$ cat src/rtl/mem_port_arbiter.sv
// Two-requester arbiter (instruction fetch and data memory) sharing one single-port memory.
// Each access is IDLE -> ISSUE -> WAIT (MEM_LAT cycles) -> DONE, with a starvation guard for IF.
module mem_port_arbiter #(
    parameter int DATA_W   = 32,
    parameter int MEM_LAT  = 1,
    parameter int MAX_SKIP = 2
) (
    input  logic              Clk,
    input  logic              Reset,
    input  logic              if_req,
    input  logic [DATA_W-1:0] if_addr,
    output logic              if_done,
    output logic [DATA_W-1:0] if_rdata,
    input  logic              dm_req,
    input  logic              dm_we,
    input  logic [DATA_W-1:0] dm_addr,
    input  logic [DATA_W-1:0] dm_wdata,
    output logic              dm_done,
    output logic [DATA_W-1:0] dm_rdata,
    output logic              mem_en,
    output logic              mem_we,
    output logic [DATA_W-1:0] mem_addr,
    output logic [DATA_W-1:0] mem_wdata,
    input  logic [DATA_W-1:0] mem_rdata,
    output logic              busy
);

    localparam int SKIP_W = (MAX_SKIP < 1) ? 1 : $clog2(MAX_SKIP + 1);
    localparam logic [SKIP_W-1:0] SKIP_LIMIT = SKIP_W'(MAX_SKIP);
    localparam logic [1:0] WAIT_LOAD = 2'(MEM_LAT - 1);

    typedef enum logic [1:0] {
        IDLE  = 2'd0,
        ISSUE = 2'd1,
        WAIT  = 2'd2,
        DONE  = 2'd3
    } state_t;

    state_t              state_q, state_d;
    logic [SKIP_W-1:0]   skip_q, skip_d;
    logic [1:0]          cnt_q, cnt_d;
    logic                gnt_dm_q, gnt_dm_d;
    logic                we_q, we_d;
    logic [DATA_W-1:0]   addr_q, addr_d;
    logic [DATA_W-1:0]   wdata_q, wdata_d;
    logic                mem_en_q, mem_en_d;
    logic                mem_we_q, mem_we_d;
    logic                if_done_q, if_done_d;
    logic                dm_done_q, dm_done_d;
    logic [DATA_W-1:0]   if_rdata_q, if_rdata_d;
    logic [DATA_W-1:0]   dm_rdata_q, dm_rdata_d;
    logic                busy_q, busy_d;
    logic                pick_if;

    always_comb begin
        state_d    = state_q;
        skip_d     = skip_q;
        cnt_d      = cnt_q;
        gnt_dm_d   = gnt_dm_q;
        we_d       = we_q;
        addr_d     = addr_q;
        wdata_d    = wdata_q;
        mem_en_d   = 1'b0;
        mem_we_d   = 1'b0;
        if_done_d  = 1'b0;
        dm_done_d  = 1'b0;
        if_rdata_d = if_rdata_q;
        dm_rdata_d = dm_rdata_q;
        busy_d     = busy_q;
        pick_if    = 1'b0;

        case (state_q)
            IDLE: begin
                if (if_req || dm_req) begin
                    // DM normally wins a tie; IF wins once it has lost MAX_SKIP times in a row.
                    pick_if  = if_req && (!dm_req || (skip_q == SKIP_LIMIT));
                    gnt_dm_d = !pick_if;
                    we_d     = !pick_if && dm_we;
                    addr_d   = pick_if ? if_addr : dm_addr;
                    wdata_d  = pick_if ? '0 : dm_wdata;
                    if (pick_if) begin
                        skip_d = '0;
                    end else if (if_req && (skip_q != SKIP_LIMIT)) begin
                        skip_d = skip_q + SKIP_W'(1);
                    end
                    mem_en_d = 1'b1;
                    mem_we_d = !pick_if && dm_we;
                    busy_d   = 1'b1;
                    state_d  = ISSUE;
                end
            end
            ISSUE: begin
                cnt_d   = WAIT_LOAD;
                state_d = WAIT;
            end
            WAIT: begin
                if (cnt_q == 2'd0) begin
                    if (!gnt_dm_q) begin
                        if_rdata_d = mem_rdata;
                    end else if (!we_q) begin
                        dm_rdata_d = mem_rdata;
                    end
                    if_done_d = !gnt_dm_q;
                    dm_done_d = gnt_dm_q;
                    state_d   = DONE;
                end else begin
                    cnt_d = cnt_q - 2'd1;
                end
            end
            DONE: begin
                busy_d  = 1'b0;
                state_d = IDLE;
            end
            default: begin
                busy_d  = 1'b0;
                state_d = IDLE;
            end
        endcase
    end

    always_ff @(posedge Clk) begin
        if (Reset) begin
            state_q    <= IDLE;
            skip_q     <= '0;
            cnt_q      <= '0;
            gnt_dm_q   <= 1'b0;
            we_q       <= 1'b0;
            addr_q     <= '0;
            wdata_q    <= '0;
            mem_en_q   <= 1'b0;
            mem_we_q   <= 1'b0;
            if_done_q  <= 1'b0;
            dm_done_q  <= 1'b0;
            if_rdata_q <= '0;
            dm_rdata_q <= '0;
            busy_q     <= 1'b0;
        end else begin
            state_q    <= state_d;
            skip_q     <= skip_d;
            cnt_q      <= cnt_d;
            gnt_dm_q   <= gnt_dm_d;
            we_q       <= we_d;
            addr_q     <= addr_d;
            wdata_q    <= wdata_d;
            mem_en_q   <= mem_en_d;
            mem_we_q   <= mem_we_d;
            if_done_q  <= if_done_d;
            dm_done_q  <= dm_done_d;
            if_rdata_q <= if_rdata_d;
            dm_rdata_q <= dm_rdata_d;
            busy_q     <= busy_d;
        end
    end

    // Latched address/data registers drive the memory bus directly, so they hold through WAIT.
    assign mem_addr  = addr_q;
    assign mem_wdata = wdata_q;
    assign mem_en    = mem_en_q;
    assign mem_we    = mem_we_q;
    assign if_done   = if_done_q;
    assign dm_done   = dm_done_q;
    assign if_rdata  = if_rdata_q;
    assign dm_rdata  = dm_rdata_q;
    assign busy      = busy_q;

endmodule

$ cat config.mk
export PLATFORM = sky130hd
export DESIGN_NAME = mem_port_arbiter
export DESIGN_NICKNAME = d
export VERILOG_FILES = /design/src/rtl/mem_port_arbiter.sv
export SDC_FILE = /design/constraint.sdc
export NUM_CORES = 1
export LEC_CHECK = 0
export BUFFER_PORTS_ARGS = -buffer_cell sky130_fd_sc_hd__buf_4
export CELL_PAD_IN_SITES_DETAIL_PLACEMENT = 0
export CELL_PAD_IN_SITES_GLOBAL_PLACEMENT = 1
export CORE_MARGIN = 2
export CORE_UTILIZATION = 31
export CTS_CLUSTER_SIZE = 16
export DETAILED_ROUTE_END_ITERATION = 8
export GPL_TIMING_DRIVEN = 0
export PLACE_DENSITY = 0.87
export SYNTH_ARGS = -nofsm -noshare
export SYNTH_HDL_FRONTEND = slang
export SYNTH_SLANG_ARGS = --single-unit
$ cat constraint.sdc
create_clock -name Clk -period 1.65 [get_ports Clk]
set_input_delay 0.0825 -clock Clk [delete_from_list [all_inputs] [get_ports Clk]]
set_output_delay 0.0825 -clock Clk [all_outputs]
set_load 0.02 [all_outputs]
== After elaboration in Yosys (flattened, before gate mapping) ==
Cells that the tools add are included.

* Output and inout port bits: 133
* Register bits after elaboration: 141
* Logic and storage cells: 65
* Bits of input ports: 133

* $add $sub $neg: 2
* Multiplexer cells: 12
* Equal/unequal tests: 8
* Reduce and logical (&&, ||, !) cells: 23
* Bitwise logic cells: 6

{| class="wikitable"
|+ Operators by type and width
! operator !! number
|-
| 32-bit two-way mux || 2
|-
| 2-bit two-way mux || 5
|-
| 2-bit inequality test, second input constant || 4
|-
| 2-bit one-hot mux with 4 select lines || 1
|-
| 2-bit AND reduction || 4
|-
| 2-bit == test, second input constant || 3
|-
| 1-bit NOT || 6
|-
| 3-bit AND reduction || 2
|-
| 2-bit nonzero test || 3
|-
| 3-bit OR reduction || 2
|-
| 2-bit zero test || 2
|-
| 2-bit one-hot mux with 2 select lines || 1
|-
| 4-bit AND reduction || 1
|-
| 1-bit logical AND || 3
|-
| 1-bit zero test || 3
|-
| 2-bit by 1-bit adder with 2-bit output, second input constant || 1
|-
| 2-bit by 1-bit == test with 1-bit output, second input constant || 1
|-
| 1-bit logical OR || 2
|-
| 1-bit two-way mux || 2
|-
| 1-bit one-hot mux with 2 select lines || 1
|-
| 2-bit OR reduction || 1
|-
| 2-bit by 1-bit subtractor with 2-bit output, second input constant || 1
|}

== Depth between registers and ports, before layout ==
Gate-level depths: netlist (run 1).

* Depth in word-level cells: 5
* Gate-level depth with buffers: 8

== Worst setup path before layout (run 1) ==
No wires, ideal clock.

* Path type: flip-flop to flip-flop
* From: reg state_q[0]
* To: reg if_rdata_q[26], in the netlist if_rdata[26]
* Data arrival time: 1390 ps
* Buffers on the path: 2
* Slack: 190 ps
* Clock period less this slack: 1460 ps
* Required time: 1580 ps
* Cell stages (with the launch flop): 8
* Path through: dfxtp_1 > inv_1 > ha_1 > buf_2 > nand3b_1 > clkbuf_1 > nand2_1 > a21oi_1

* Longest elaborated chain between the ends: 2

{| class="wikitable"
|+ RTL lines
! item !! line !! source
|-
| start: declaration || 39 || <nowiki>state_t state_q, state_d;</nowiki>
|-
| start signal: assignment || 138 || <nowiki>state_q <= state_d;</nowiki>
|-
| 2-bit == test || 72 || <nowiki>case (state_q)</nowiki>
|-
| 3-bit AND reduction (no source line) || -- ||
|-
| end signal: assignment || 149 || <nowiki>if_rdata_q <= if_rdata_d;</nowiki>
|-
| end: declaration || 50 || <nowiki>logic [DATA_W-1:0] if_rdata_q, if_rdata_d;</nowiki>
|}

No other way between the ends.
A chain may end at the register's enable or synchronous reset.

== Final worst setup path (run 1) ==
* From: reg skip_q[0]
* To: reg addr_q[15], in the netlist mem_addr[15]

* Longest elaborated chain between the ends: 4

{| class="wikitable"
|+ RTL lines
! item !! line !! source
|-
| start: declaration || 40 || <nowiki>logic [SKIP_W-1:0] skip_q, skip_d;</nowiki>
|-
| start signal: assignment || 139 || <nowiki>skip_q <= skip_d;</nowiki>
|-
| 2-bit == test || 76 || <nowiki>pick_if = if_req && (!dm_req || (skip_q == SKIP_LIMIT));</nowiki>
|-
| 1-bit logical OR || 76 ||
|-
| 1-bit logical AND || 76 ||
|-
| 32-bit two-way mux || 79 || <nowiki>addr_d = pick_if ? if_addr : dm_addr;</nowiki>
|-
| end signal: assignment || 143 || <nowiki>addr_q <= addr_d;</nowiki>
|-
| end: declaration || 44 || <nowiki>logic [DATA_W-1:0] addr_q, addr_d;</nowiki>
|}

No other way between the ends.

==> results of run 1 <==
## cell usage in the layout, fill, tap and decap left out, types with 2 or more instances in the layout
cell                            Yosys  routed
sky130_fd_sc_hd__a21oi_1           69      69
sky130_fd_sc_hd__a22o_1            32      32
sky130_fd_sc_hd__a311oi_1          33      28
sky130_fd_sc_hd__a311oi_2           0       5
sky130_fd_sc_hd__buf_2             24      10
sky130_fd_sc_hd__buf_4              2     277
sky130_fd_sc_hd__buf_6              1      11
sky130_fd_sc_hd__bufinv_16          0       2
sky130_fd_sc_hd__clkbuf_1          25      18
sky130_fd_sc_hd__clkbuf_16          0      17
sky130_fd_sc_hd__clkbuf_4           0       4
sky130_fd_sc_hd__clkinv_4           0       2
sky130_fd_sc_hd__clkinvlp_4         0       4
sky130_fd_sc_hd__dfxtp_1          141     140
sky130_fd_sc_hd__dlygate4sd3_1      0     129
sky130_fd_sc_hd__ha_1               7       5
sky130_fd_sc_hd__inv_1              6       4
sky130_fd_sc_hd__inv_2              0       2
sky130_fd_sc_hd__inv_6              0       4
sky130_fd_sc_hd__nand2_1          134     134
sky130_fd_sc_hd__nand2b_1           4       4
sky130_fd_sc_hd__nand3_1           32      32
sky130_fd_sc_hd__nand3b_1           2       2
sky130_fd_sc_hd__nor2_1            40      39
sky130_fd_sc_hd__o21ai_0           36      36
sky130_fd_sc_hd__or3_1              2       2
## worst register-to-register path, cell delays in order, from the launching register on
cell and delay (ps):
sky130_fd_sc_hd__dfxtp_1 340, sky130_fd_sc_hd__inv_1 50, sky130_fd_sc_hd__ha_2 210, sky130_fd_sc_hd__and2b_2 290, sky130_fd_sc_hd__buf_4 190, sky130_fd_sc_hd__o21ai_0 120, sky130_fd_sc_hd__a311oi_1 310
## where the power goes
part | switching (µW) | internal (µW) | leakage, µW
sequential | 389 | 4090 | 0.00115
clock | 1590 | 2260 | 0.000276
combinational | 2610 | 2090 | 0.00269
total | 4580 | 8440 | 0.00412
## logic make-up after synthesis
kind of cell / count (synthesis) / synth area share, %
compound gates: 175 / 21.59
fa+ha+maj: 7 / 1.661
buf+inv: 60 / 5.148
flops: 141 / 53.52
mux: 1 / 0.1898
simple gates: 223 / 17.89
## worst max path at each step
stage | start | endpoint | slack [ps]
after global routing | skip_q[0] | mem_addr[15] | -50
after floorplan | state_q[0] | if_rdata[26] | 190
after detailed placement | state_q[0] | dm_rdata[8] | -250
after CTS | state_q[1] | mem_addr[14] | -20
after global placement | state_q[0] | dm_rdata[4] | -210
final | skip_q[0] | mem_addr[15] | 60
## stage by stage
| stage | TNS, ps | cell area (µm²) | power [µW] |
|---|---|---|---|
| finish | 0 | 9590 | 13020 |
| detailed placement | -13520 | 7538 | 8739 |
| floorplan | 0 | 5274 | 6902 |
| global route | -51.43 | 9590 | 13670 |
| CTS | -57.88 | 9463 | 12890 |
| global placement | -11660 | 7538 | 8695 |
## flip-flops by register name, indices dropped and copies added (netlist names)
name / count
dm_rdata: 32
mem_wdata: 32
we_q: 1
gnt_dm_q: 1
skip_q: 2
mem_en: 1
if_done: 1
cnt_q: 2
if_rdata: 32
mem_addr: 32
dm_done: 1
state_q: 2
busy: 1
mem_we: 1
## metal layers
layer	global-route usage (%)	share of wire, %	vias to the layer above
met5	0	0	-
li1	-	-	2938
met3	6.765	7.2	32
met2	36.65	50	232
met1	24.26	40	2796
met4	7.368	2.1	0
## cell type report
cell class	count	share of cell area, %
Buffer	53	3.614
Clock buffer	18	4.475
Clock inverter	14	1.657
Inverter	6	0.2348
Multi-Input combinational cell	406	23.34
Sequential cell	141	29.45
Tap cell	220	2.870
Timing Repair Buffer	396	34.36
## timing repair
item                                    CTS  global route
endpoints found under the setup margin  105           121
hold buffers                            129             0
pin swaps                                 0             4
gates resized for setup                  17            55
hold endpoints to repair                130             0
buffers inserted                          1             1
==> flow_summary.json, run 1 <==
{
  "final.min_clock_period_ps": 1590,
  "drt_iter0_drc": 351,
  "number_of_antenna_violations_at_the_first_check_in_global_routing": 0,
  "synth-seq-cells": 141,
  "yosys_most_used_dff": "sky130_fd_sc_hd__dfxtp_1",
  "area.sequential_mm2": 0.002824,
  "worst_hold_endpoint": "state_q[1]",
  "synth.largest_area_cell": "sky130_fd_sc_hd__dfxtp_1",
  "synthTopCellsByArea": "sky130_fd_sc_hd__dfxtp_1, sky130_fd_sc_hd__nand2_1, sky130_fd_sc_hd__a21oi_1",
  "dpl.hpwl_mm": 13.07,
  "finalClockSkew_ps": 7.489,
  "critPathBufInv": 2,
  "crit-reg2reg-capture": "mem_addr[15]",
  "post-synth-top-count-cell": "sky130_fd_sc_hd__dfxtp_1",
  "final_cells": 1254,
  "final-setup-viol-count": 0,
  "postSynthNetCount": 747,
  "hold_path.class": "in2reg",
  "cts-htree-levels": 4,
  "globalplace.congestion": 0.7773,
  "critical_path.top_delay_family": "compound AO/OA/AOI/OAI gates",
  "power_density_mw_per_mm2": 1358,
  "final.hold.worst_slack_ps": 20.08,
  "detail_route.vias_per_cell": 4.783,
  "routed_len_inst_um": 15.61,
  "postSynthAreaPerCell_um2": 8.688,
  "io_buffers": 265,
  "cp_cell_sequence": "inv_1, ha_2, and2b_2, buf_4, o21ai_0, a311oi_1",
  "r2r_setup_slack_ps": 60,
  "synth.top_cell.area_share_pct": 53.52,
  "ant_nets": 0,
  "final_routed_drc_violation_total": 0,
  "boundaryPins": 266,
  "row_count": 47,
  "postLayoutSetupSlackWorst_ps": 59.68,
  "globalRouteTotalUtil_pct": 21.05,
  "ff_to_ff_path_depth": 6,
  "critical_path_arrival_ps": 1910,
  "layout.filler_cells": 1473,
  "wirelength_mm": 19.58,
  "clock_edge_transition_at_the_registers_on_the_reported_setup_and_hold_paths_ps": 60,
  "design.final.nets": 1161,
  "post_route_cells_drive_above_1_share_pct": 33.85,
  "post-route-util_pct": 57.83,
  "worstPathRequired_ps": 1970,
  "synth_top_cells_by_count": "sky130_fd_sc_hd__dfxtp_1, sky130_fd_sc_hd__nand2_1, sky130_fd_sc_hd__a21oi_1, sky130_fd_sc_hd__nor2_1, sky130_fd_sc_hd__o21ai_0",
  "insertion_delay_ps": 420,
  "max_freq_mhz": 628.8,
  "seq_area_frac_synth_pct": 53.52,
  "tightest_slew_ps": 626.4,
  "grt_first_pass_wirelength_mm": 30.08,
  "max_cap_viol_count": 0,
  "root_buffer": "sky130_fd_sc_hd__clkbuf_16",
  "synthCells": 607,
  "p_leak_uw": 0.004116,
  "grt_max_degree": 17,
  "critPathMaxFanout": 10,
  "slew_viol_final": 0,
  "die-height_um": 134.4,
  "type_of_destination_of_the_critical_path": "flop",
  "number_of_buffers_created_by_cts": 17,
  "post-route-period-util_pct": 96.38,
  "vdd.ir_drop.worst_mv": 0.7173,
  "number_of_enable_type_register_cells_in_the_synthesized_netlist": 0,
  "holdCritStartpoint": "Reset",
  "design.die.area_mm2": 0.01807,
  "multi_input_comb_area_mm2": 0.002238,
  "antenna-diode-count": 0,
  "synth.distinct_cells": 34,
  "cts_max_path_buffers": 2,
  "cts_tree": "done",
  "async_flop_share_pct": 0,
  "setup.worst_path.start_class": "flop",
  "dpl_worst_slack_ps": -253.2,
  "core_region_area_mm2": 0.01658,
  "clock_sinks": 141,
  "cp_num_cells": 6,
  "detail_route.first_pass.iterations": 4,
  "relSlewSlack_pct": 58.24,
  "finalHoldViolations": 0,
  "first_global_vias": 5884,
  "post_synth_instance_area_mm2": 0.005274,
  "initial_core_util_pct": 31.80,
  "ys_warn_count": 0,
  "timing.critical_path.slowest_stage_cell": "sky130_fd_sc_hd__dfxtp_1",
  "die_width_um": 134.4,
  "slowest_delay_ps": 340,
  "place_inst": 1092,
  "run_status": "finished clean",
  "critical_path_class": "reg2reg",
  "area_delta_synth_final_pct": 81.85,
  "vias": 5998,
  "worstReg2RegStart": "skip_q[0]",
  "hold_path_depth": 3,
  "globalRouteOverflowTotal": 0
}
Note: power is estimated with default switching activity, not from simulation.
==> run 2: changes to the inputs <==
==> config.mk (replaced) <==
export PLATFORM = sky130hd
export DESIGN_NAME = mem_port_arbiter
export DESIGN_NICKNAME = d
export VERILOG_FILES = /design/src/rtl/mem_port_arbiter.sv
export SDC_FILE = /design/constraint.sdc
export NUM_CORES = 1
export LEC_CHECK = 0
export BUFFER_PORTS_ARGS = -buffer_cell sky130_fd_sc_hd__buf_4
export CELL_PAD_IN_SITES_DETAIL_PLACEMENT = 1
export CELL_PAD_IN_SITES_GLOBAL_PLACEMENT = 2
export CORE_MARGIN = 3
export CORE_UTILIZATION = 25
export CTS_CLUSTER_SIZE = 16
export DETAILED_ROUTE_END_ITERATION = 8
export GPL_TIMING_DRIVEN = 0
export MAX_ROUTING_LAYER = met4
export PLACE_DENSITY = 0.9
export SYNTH_ARGS = -nofsm -noshare
export SYNTH_HDL_FRONTEND = slang
export SYNTH_SLANG_ARGS = --single-unit
==> run 2 against run 1 <==
Compared with the run above: maximum frequency decreased by 2.0%; power increased by 0.90%; first-iteration DRC count decreased by 46%; final cell count increased by 4.3%; combinational power increased by 4%; global-route usage decreased by 0.40 points; critical path depth unchanged; routed wire length increased by 21%; highest routed layer unchanged.
==> flow_summary.json, run 2 (same netlist as run 1, synthesis figures left out) <==
{
  "final.hold.worst_slack_ps": 23.25,
  "startpoint": "skip_q[0]",
  "final_routed_drc_violation_total": 0,
  "area.sequential_mm2": 0.002826,
  "internal_dissipation_uw": 8452,
  "timing.critical_path.slowest_stage_cell": "sky130_fd_sc_hd__dfxtp_2",
  "hold_path.class": "in2reg",
  "layout.filler_cells": 2338,
  "power.share.sequential_pct": 34.3,
  "vdd.ir_drop.worst_mv": 0.6844,
  "post-route-period-util_pct": 98.32,
  "net-switching-power_uw": 4689,
  "routed_len_inst_um": 18.12,
  "globalplace.congestion": 0.7355,
  "fraction_of_power_consumed_by_combinational_cells_pct": 37.3,
  "type_of_destination_of_the_critical_path": "flop",
  "holdCritStartpoint": "Reset",
  "critPathMaxFanout": 7,
  "wirelength_mm": 23.70,
  "share_clk_of_total_power_pct": 28.4,
  "grt_first_pass_wirelength_mm": 35.85,
  "critPathBufInv": 2,
  "place_inst": 1142,
  "grt_max_degree": 17,
  "final_cells": 1308,
  "setup.worst_path.start_class": "flop",
  "multi_input_comb_area_mm2": 0.002263,
  "number_of_buffers_created_by_cts": 17,
  "globalRouteTotalUtil_pct": 20.64,
  "finalClockSkew_ps": 6.600,
  "max_cap_viol_count": 0,
  "finalHoldViolations": 0,
  "p_leak_uw": 0.004139,
  "worstPathRequired_ps": 1970,
  "cts_max_path_buffers": 2,
  "area_delta_synth_final_pct": 83.80,
  "dpl.hpwl_mm": 14.98,
  "slowest_delay_ps": 340,
  "postLayoutSetupSlackWorst_ps": 27.78,
  "die_width_um": 151.2,
  "drt_iter0_drc": 189,
  "critical_path_class": "reg2reg",
  "dpl_worst_slack_ps": -285.2,
  "setup_tns_ps": 0,
  "vias": 6140,
  "cts-htree-levels": 4,
  "detail_route.vias_per_cell": 4.694,
  "globalRouteMet2Util_pct": 35.34,
  "initial_core_util_pct": 25.73,
  "slew_viol_final": 0,
  "number_of_antenna_violations_at_the_first_check_in_global_routing": 0,
  "die-height_um": 151.2,
  "ant_nets": 0,
  "post-route-util_pct": 47.30,
  "p_sw_share_pct": 35.69,
  "cp_cell_sequence": "inv_1, ha_2, and2b_4, buf_2, o21ai_0, a311oi_2",
  "power_density_mw_per_mm2": 1356,
  "grt_use_met1_pct": 22.92,
  "design.final.nets": 1165,
  "boundaryPins": 266,
  "detail_route.first_pass.iterations": 4,
  "tightest_slew_ps": 696.4,
  "grt_use_met3_pct": 5.595,
  "insertion_delay_ps": 420,
  "design.die.area_mm2": 0.02287,
  "first_global_vias": 6695,
  "post_route_cells_drive_above_1_share_pct": 34.49,
  "globalRouteOverflowTotal": 0,
  "mostFrequentLayoutCell": "sky130_fd_sc_hd__buf_4",
  "run_status": "finished clean",
  "critical_path.top_delay_family": "compound AO/OA/AOI/OAI gates",
  "busiest_layer": "met2",
  "final.min_clock_period_ps": 1622,
  "cts_tree": "done",
  "final-setup-viol-count": 0,
  "root_buffer": "sky130_fd_sc_hd__clkbuf_16",
  "critical_path_arrival_ps": 1950,
  "mostFrequentLayoutCells": "sky130_fd_sc_hd__buf_4, sky130_fd_sc_hd__dfxtp_1, sky130_fd_sc_hd__nand2_1, sky130_fd_sc_hd__dlygate4sd3_1, sky130_fd_sc_hd__a21oi_1",
  "row_count": 52,
  "relSlewSlack_pct": 53.57,
  "clock_sinks": 141,
  "max_freq_mhz": 616.4,
  "unrepaired_setup_endpoints_after_global_routing": "true",
  "antenna-diode-count": 0,
  "core_region_area_mm2": 0.02049,
  "io_buffers": 265,
  "worstReg2RegStart": "skip_q[0]",
  "clock_edge_transition_at_the_registers_on_the_reported_setup_and_hold_paths_ps": 60
}
==> run 2: cell types whose count changed in the layout (fill, tap and decap cells not counted), sizes merged <==
cell,change
bufinv,-1
buf,+2
clkinv,+2
clkbuf,+6
inv,-5
==> run 2: what timing repair did <==
| action | 4_1_cts | 5_1_grt |
|---|---|---|
| pin swaps | 0 | 7 |
| setup buffers | 2 | 2 |
| cloned | 0 | 2 |
| hold buffers | 129 | 0 |
| resized for setup | 30 | 43 |
| setup endpoints to repair | 115 | 120 |
| hold endpoints to repair | 130 | 0 |
==> run 2: path summary, 6_finish.rpt <==
check / cells after the start / endpoint / slack [ps]
worst max-delay path: 6 / mem_addr[17] / 30
worst min-delay path: 3 / state_q[1] / 20
worst max register to register: 6 / mem_addr[17] / 30
worst min register to register: 2 / if_rdata[1] / 450
==> run 2: layer usage <==
layer,vias up,routed length [µm],part of all wire [%]
met4,0,586,2.5
met3,42,1751,7.4
met1,2901,9551,40
met2,249,11810,50
met5,-,0,0
li1,2948,-,-
==> run 2: through the flow <==
step	power, µW	cell area (µm²)
after floorplan	6902	5274
after global routing	13890	9693
after CTS	13020	9557
after global placement	8793	7601
after detailed placement	8872	7601
final	13140	9693
==> run 2: power by group through the flow <==
stage	logic (µW)	clock network [µW]	registers, µW
after global placement	4270	0	4520
after CTS	4690	3840	4490
after detailed placement	4330	0	4540
after global routing	5330	3970	4580
final	4900	3740	4500
after floorplan	1640	0	5260
==> run 2: worst reg2reg max path, delay by kind of cell, from the launching register on <==
kind | cells | cell delay (ps)
AND/OR/NAND/NOR | 1 | 340
buffers and inverters | 2 | 240
adder cells (fa/ha/maj) | 1 | 200
flip-flops | 1 | 340
AO/OA/AOI/OAI | 2 | 420
==> run 2: layout make-up <==
cell class	instances	share of cell area (%)
repair buffers	400	34.26
multi-input cells	406	23.35
clock inverters	10	0.9165
inverters	6	0.2323
clock buffers	22	4.995
flip-flops and latches	141	29.16
plain buffers	53	3.601
well taps	270	3.485
